<file path="config.mk">
export PLATFORM = sky130hd
export DESIGN_NAME = ccff_loader
export DESIGN_NICKNAME = d
export VERILOG_FILES = /design/src/rtl/ccff_loader.sv
export SDC_FILE = /design/constraint.sdc
export NUM_CORES = 1
export LEC_CHECK = 0
export ABC_CLOCK_PERIOD_IN_PS = 2520
export CORE_MARGIN = 3
export CORE_UTILIZATION = 45
export CTS_BUF_LIST = sky130_fd_sc_hd__clkbuf_16
export DETAILED_ROUTE_END_ITERATION = 8
export GPL_TIMING_DRIVEN = 1
export MAX_ROUTING_LAYER = met4
export PLACE_DENSITY = 0.68
export REMOVE_ABC_BUFFERS = 1
export SYNTH_ARGS = -nofsm -noshare
export SYNTH_HDL_FRONTEND = slang
export SYNTH_SLANG_ARGS = --single-unit
</file>
<file path="constraint.sdc">
create_clock -name prog_clk -period 2.52 [get_ports prog_clk]
set_clock_uncertainty 0.15 [all_clocks]
set_input_delay 0.756 -clock prog_clk [delete_from_list [all_inputs] [get_ports prog_clk]]
set_output_delay 0.756 -clock prog_clk [all_outputs]
set_load 0.1 [all_outputs]
</file>
<file path="src/rtl/ccff_loader.sv">
// ccff_loader: serialises configuration words MSB-first into the ccff chain,
// then optionally recirculates the chain through ccff_tail and compares a
// CRC-16 of the returned bits with the CRC of the loaded bits.
module ccff_loader #(
    parameter int WORD_W    = 32,
    parameter int CHAIN_LEN = 40,
    parameter int VERIFY_EN = 1
) (
    input  logic              prog_clk,
    input  logic              pReset_n,
    input  logic              start,
    input  logic              bs_valid,
    input  logic [WORD_W-1:0] bs_data,
    output logic              bs_ready,
    input  logic              ccff_tail,
    output logic              ccff_head,
    output logic              ccff_shift_en,
    output logic              busy,
    output logic              done,
    output logic              crc_err
);

    localparam int BCNT_W = $clog2(WORD_W + 1);
    localparam int REM_W  = $clog2(CHAIN_LEN + 1);

    localparam logic [15:0] CRC_POLY = 16'h1021;
    localparam logic [15:0] CRC_INIT = 16'hFFFF;

    typedef enum logic [1:0] {
        ST_IDLE,
        ST_LOAD,
        ST_VERIFY,
        ST_DONE
    } state_t;

    state_t            state_q, state_d;
    logic [BCNT_W-1:0] bcnt_q, bcnt_d;      // bits left in the current word
    logic [REM_W-1:0]  rem_q, rem_d;        // chain bits left to load / verify
    logic [WORD_W-1:0] sreg_q, sreg_d;      // word being shifted out, MSB first
    logic [15:0]       crc_ld_q, crc_ld_d;  // CRC over the loaded bits
    logic [15:0]       crc_vf_q, crc_vf_d;  // CRC over the bits returned on ccff_tail
    logic              crc_err_q, crc_err_d;

    logic              in_load;
    logic              load_shift;
    logic              load_hs;
    logic [31:0]       rem_after;
    logic [BCNT_W-1:0] next_word_bits;

    // One bit-serial step of CRC-16/0x1021, no reflection.
    function automatic logic [15:0] crc16_step(input logic [15:0] crc, input logic din);
        logic fb;
        fb = crc[15] ^ din;
        return {crc[14:0], 1'b0} ^ (fb ? CRC_POLY : 16'h0000);
    endfunction

    // Load-phase handshake and word-length bookkeeping. The next word is
    // requested while the last bit of the current one is on the chain, so a
    // continuously valid stream produces no bubbles.
    always_comb begin
        in_load        = (state_q == ST_LOAD);
        load_shift     = in_load && (bcnt_q != '0);
        bs_ready       = in_load && (bcnt_q <= BCNT_W'(1)) && (32'(rem_q) > 32'(bcnt_q));
        load_hs        = bs_ready && bs_valid;
        // Chain bits still owed once this cycle's shift (if any) has happened.
        rem_after      = 32'(rem_q) - 32'(bcnt_q);
        // A final short word only contributes its top bits; the LSBs are dropped.
        next_word_bits = (rem_after >= 32'(WORD_W)) ? BCNT_W'(WORD_W) : BCNT_W'(rem_after);
    end

    // Next-state logic for the sequencer, counters, shift register and CRCs.
    always_comb begin
        state_d   = state_q;
        bcnt_d    = bcnt_q;
        rem_d     = rem_q;
        sreg_d    = sreg_q;
        crc_ld_d  = crc_ld_q;
        crc_vf_d  = crc_vf_q;
        crc_err_d = crc_err_q;

        case (state_q)
            ST_IDLE, ST_DONE: begin
                if (start) begin
                    state_d   = ST_LOAD;
                    rem_d     = REM_W'(CHAIN_LEN);
                    bcnt_d    = '0;
                    crc_ld_d  = CRC_INIT;
                    crc_vf_d  = CRC_INIT;
                    crc_err_d = 1'b0;
                end
            end

            ST_LOAD: begin
                if (load_hs) begin
                    sreg_d = bs_data;
                    bcnt_d = next_word_bits;
                end else if (load_shift) begin
                    sreg_d = sreg_q << 1;
                    bcnt_d = bcnt_q - BCNT_W'(1);
                end

                if (load_shift) begin
                    rem_d    = rem_q - REM_W'(1);
                    crc_ld_d = crc16_step(crc_ld_q, sreg_q[WORD_W-1]);
                    if (rem_q == REM_W'(1)) begin
                        if (VERIFY_EN != 0) begin
                            state_d = ST_VERIFY;
                            rem_d   = REM_W'(CHAIN_LEN);
                        end else begin
                            state_d = ST_DONE;
                        end
                    end
                end
            end

            ST_VERIFY: begin
                crc_vf_d = crc16_step(crc_vf_q, ccff_tail);
                rem_d    = rem_q - REM_W'(1);
                if (rem_q == REM_W'(1)) begin
                    state_d   = ST_DONE;
                    // Compare with the CRC that includes this final returned bit.
                    crc_err_d = (crc_vf_d != crc_ld_q);
                end
            end

            default: begin
                state_d = ST_IDLE;
            end
        endcase
    end

    // Chain drive: registered bit in LOAD, tail looped straight back in VERIFY
    // so that CHAIN_LEN verify shifts leave the configuration intact.
    always_comb begin
        ccff_head     = 1'b0;
        ccff_shift_en = 1'b0;
        case (state_q)
            ST_LOAD: begin
                ccff_head     = sreg_q[WORD_W-1];
                ccff_shift_en = (bcnt_q != '0);
            end
            ST_VERIFY: begin
                ccff_head     = ccff_tail;
                ccff_shift_en = 1'b1;
            end
            default: begin
            end
        endcase
    end

    assign busy    = (state_q == ST_LOAD) || (state_q == ST_VERIFY);
    assign done    = (state_q == ST_DONE);
    assign crc_err = crc_err_q;

    // State registers; reset takes effect immediately, even mid-load.
    always_ff @(posedge prog_clk or negedge pReset_n) begin
        if (!pReset_n) begin
            state_q   <= ST_IDLE;
            bcnt_q    <= '0;
            rem_q     <= '0;
            sreg_q    <= '0;
            crc_ld_q  <= CRC_INIT;
            crc_vf_q  <= CRC_INIT;
            crc_err_q <= 1'b0;
        end else begin
            state_q   <= state_d;
            bcnt_q    <= bcnt_d;
            rem_q     <= rem_d;
            sreg_q    <= sreg_d;
            crc_ld_q  <= crc_ld_d;
            crc_vf_q  <= crc_vf_d;
            crc_err_q <= crc_err_d;
        end
    end

endmodule

</file>
==> impl_metrics.py <==
metrics = {
    "outcome": {
        "status": "finished, violations left",
        "violations": "negative setup slack",
    },
    "placed_design": {
        "dp_hpwl_um": 6798,
        "dpl-instance-area_mm2": 0.005052,
        "place.gp.congestion": 0.9722,
        "portBuffers": 42,
    },
    "sta": {
        "fin_crit_sh_pct": 110.4,
        "min_period_ns": 2.782,
        "worst_slew_pin_slew_ns": 0.5117,
        "rsz0062_at_grt": "yes",
        "relSlewSlack_pct": 65.82,
        "setup_violations": 19,
        "final_max_slew_viol_count": 0,
        "timing.final.ws_setup_ns": -0.2619,
        "max_freq_mhz": 359.5,
        "timing.setup.tns_ns": -0.7282,
        "hold_viol": 0,
    },
    "grt": {
        "grt_max_degree": 53,
        "track_usage_pct": 23.35,
        "grt_pass1_vias": 3629,
        "overflow": 0,
        "antenna_found_initial": 0,
        "grt_pass1_wl_um": 18210,
    },
    "worst_setup_path": {
        "rrSetupSlack_ns": -0.06,
        "r2r_start": "bcnt_q[1]",
        "required_ns": 1.61,
        "r2r_cells": 11,
        "slowest_stage": "dfrtp_1",
        "startpoint_type": "register",
        "r2r_end": "sreg_q[13]",
        "crit_type": "register to output port",
        "cpPeakStageDelay_ns": 0.39,
        "critPathBufInv": 2,
        "crit_family": "compound AO/OA/AOI/OAI gates",
        "path_max_fanout": 2,
        "cp.arrival_ns": 1.88,
        "worst_setup_path_end_kind": "output port",
        "crit_chain": "inv_2, ha_4, nor2b_4, o31a_1, o21ai_2, a21oi_2, buf_12",
    },
    "floorplanning": {
        "rows": 34,
        "die_h_um": 102.5,
        "core-area_mm2": 0.008891,
        "fp.dieW_um": 102.5,
        "dieArea_mm2": 0.01051,
        "io-pin-count": 43,
        "initial_core_util_pct": 47.13,
    },
    "clock_tree": {
        "holdBufCountCts": 0,
        "clock_latency_ns": 0.34,
        "cts_sinks": 79,
        "root_buffer": "clkbuf_16",
        "numCtsBuffers": 9,
        "cts_buffer_depth": 2,
        "clkTransAtPathRegs_ns": 0.06,
        "htreeDepth": 3,
        "cts_tree": "done",
    },
    "route": {
        "drt_iter0_markers": 153,
        "routed.top_layer": "met4",
        "num_vias": 3583,
        "dr_wl_met2_um": 6274,
        "vias_per_cell": 5.817,
        "drt-pass1-iter-count": 4,
        "ant_nets": 0,
        "wirelength_um": 12110,
        "drc": 0,
        "met3_length_um": 420,
        "drt-met1-wl_um": 5188,
        "wl_per_cell_um": 19.66,
    },
    "logic_synthesis": {
        "synth-main-ff-cell": "dfrtp_1",
        "syn_area_mm2": 0.004190,
        "synth.avg_cell_area_um2": 10.58,
        "synthArstFlopShare_pct": 100.0,
        "synthCells": 396,
        "synth_edf_count": 0,
        "yosysUniqueCellTypes": 53,
        "yosys_warnings": 0,
        "seq_area_frac_synth_pct": 48.13,
        "synth-seq-cells": 79,
    },
    "pwr": {
        "leakage_nw": 2.777,
        "p_per_area_mw_per_mm2": 546.8,
        "vdd_drop_max_mv": 0.3745,
    },
    "cells_and_area": {
        "antenna_cells": 0,
        "stdcell_area_mm2": 0.006265,
        "syn_to_final_growth_pct": 49.51,
        "layout-drive-gt1-share_pct": 43.11,
        "finalNetCount": 555,
    },
    "run": {
        "max-cap-violations": 0,
    },
    "hold_path": {
        "hp-class": "primary input to asynchronous set/reset pin",
    },
}
[what timing repair did]
action,in CTS,in global routing
pin swaps,32,42
endpoints found under the setup margin,42,41
buffers inserted,22,7
gates resized for setup,77,83
cloned,11,3
[placed cells by master (no fill, tap or decap), types with 11 or more instances in the layout]
cell type	instances
buf_12	12
buf_4	50
clkbuf_16	12
clkdlybuf4s50_1	33
dfrtp_1	46
dfstp_2	32
inv_1	13
mux2i_1	23
nand2_1	22
nand2_4	17
nor2_1	15
o21ai_2	24
o22a_1	34
xnor2_1	11
xor2_1	13
[metrics by stage]
stage          hold slack [ns]  util [%]  cells  setup slack [ns]  power, mW
2_1_floorplan           0.2996         -    379            -1.161      1.922
3_3_place_gp            0.3112     56.83    572           -0.4762      2.118
3_5_place_dp            0.3254     56.83    572           -0.5337      2.136
4_1_cts                 0.1059     68.72    620           -0.2677      3.434
5_1_grt                 0.1072     70.46    616           -0.3060      3.563
6_report                0.1114     70.46    616           -0.2619      3.426
[cells in the mapped netlist, drive strengths merged (2+ instances only)]
master,number,area (um2)
nand2b,5,31.28
nor4,3,18.77
o22a,34,297.8
o2bb2ai,3,26.28
nand4,2,12.51
ha,14,175.2
inv,16,60.06
xor2,13,113.9
nand2,46,180.2
mux2i,32,320.3
o22ai,2,12.51
nor2b,3,18.77
a21oi,13,68.82
dfstp,32,840.8
nor3,6,30.03
o41ai,2,17.52
nand3,6,30.03
xnor2,11,96.34
and2,2,12.51
or3,3,23.77
buf,6,65.06
dfrtp,47,1176
clkbuf,11,41.29
a31oi,3,18.77
o211a,2,27.53
a22oi,5,37.54
nor2,18,67.56
o21ai,39,195.2
[logic make-up after synthesis]
group           count (synthesis)  share of synthesized area (%)
mux                            33                          7.913
xor+xnor                       24                          5.016
flops                          79                          48.13
fa+ha+maj                      15                          4.658
simple gates                  100                          11.79
compound gates                112                          18.51
buf+inv                        33                          3.971
[how the worst max path moves through the flow]
stage | startpoint | endpoint | slack, ns | depth (start not counted)
after global placement | bs_valid | bcnt_q[4] | -0.48 | 8
after global routing | bcnt_q[1] | bs_ready | -0.31 | 7
after CTS | bcnt_q[1] | bs_ready | -0.27 | 7
final | bcnt_q[1] | bs_ready | -0.26 | 7
after detailed placement | bs_valid | sreg_q[4] | -0.53 | 8
after floorplan | bcnt_q[2] | bs_ready | -1.16 | 6
[where the power goes]
group	switching [mW]	internal (mW)	leakage, nW	total, mW
Clock	0.536	0.769	0.145	1.30
Combinational	0.179	0.301	1.67	0.480
Sequential	0.137	1.50	0.958	1.64
[layout make-up]
type,count,area (um2)
clock buffers,9,225.2
clock inverters,7,71.32
fillers,600,2626
inverters,16,60.06
multi-input cells,284,2526
flip-flops and latches,79,2018
well taps,108,135.1
repair buffers,113,1229
[worst register-to-register path: cells and delay by family, from the launching register on]
kind / cells / cell delay (ns)
AO/OA/AOI/OAI: 3 / 0.61
adder cells (fa/ha/maj): 1 / 0.20
flip-flops: 1 / 0.39
AND/OR/NAND/NOR: 3 / 0.56
buffers and inverters: 4 / 0.59
[per-layer routing]
metal,global-route usage (%),vias up
li1,-,1654
met1,29.98,1817
met2,37.39,94
met3,4.601,18
met4,7.467,0
met5,-,-
[flip-flops by register name, summed over array words and instances (netlist names)]
register	cells
crc_err	1
bcnt_q	6
crc_vf_q	16
state_q	2
sreg_q	32
rem_q	6
crc_ld_q	16
No activity file was read; power rests on OpenSTA's default activity.
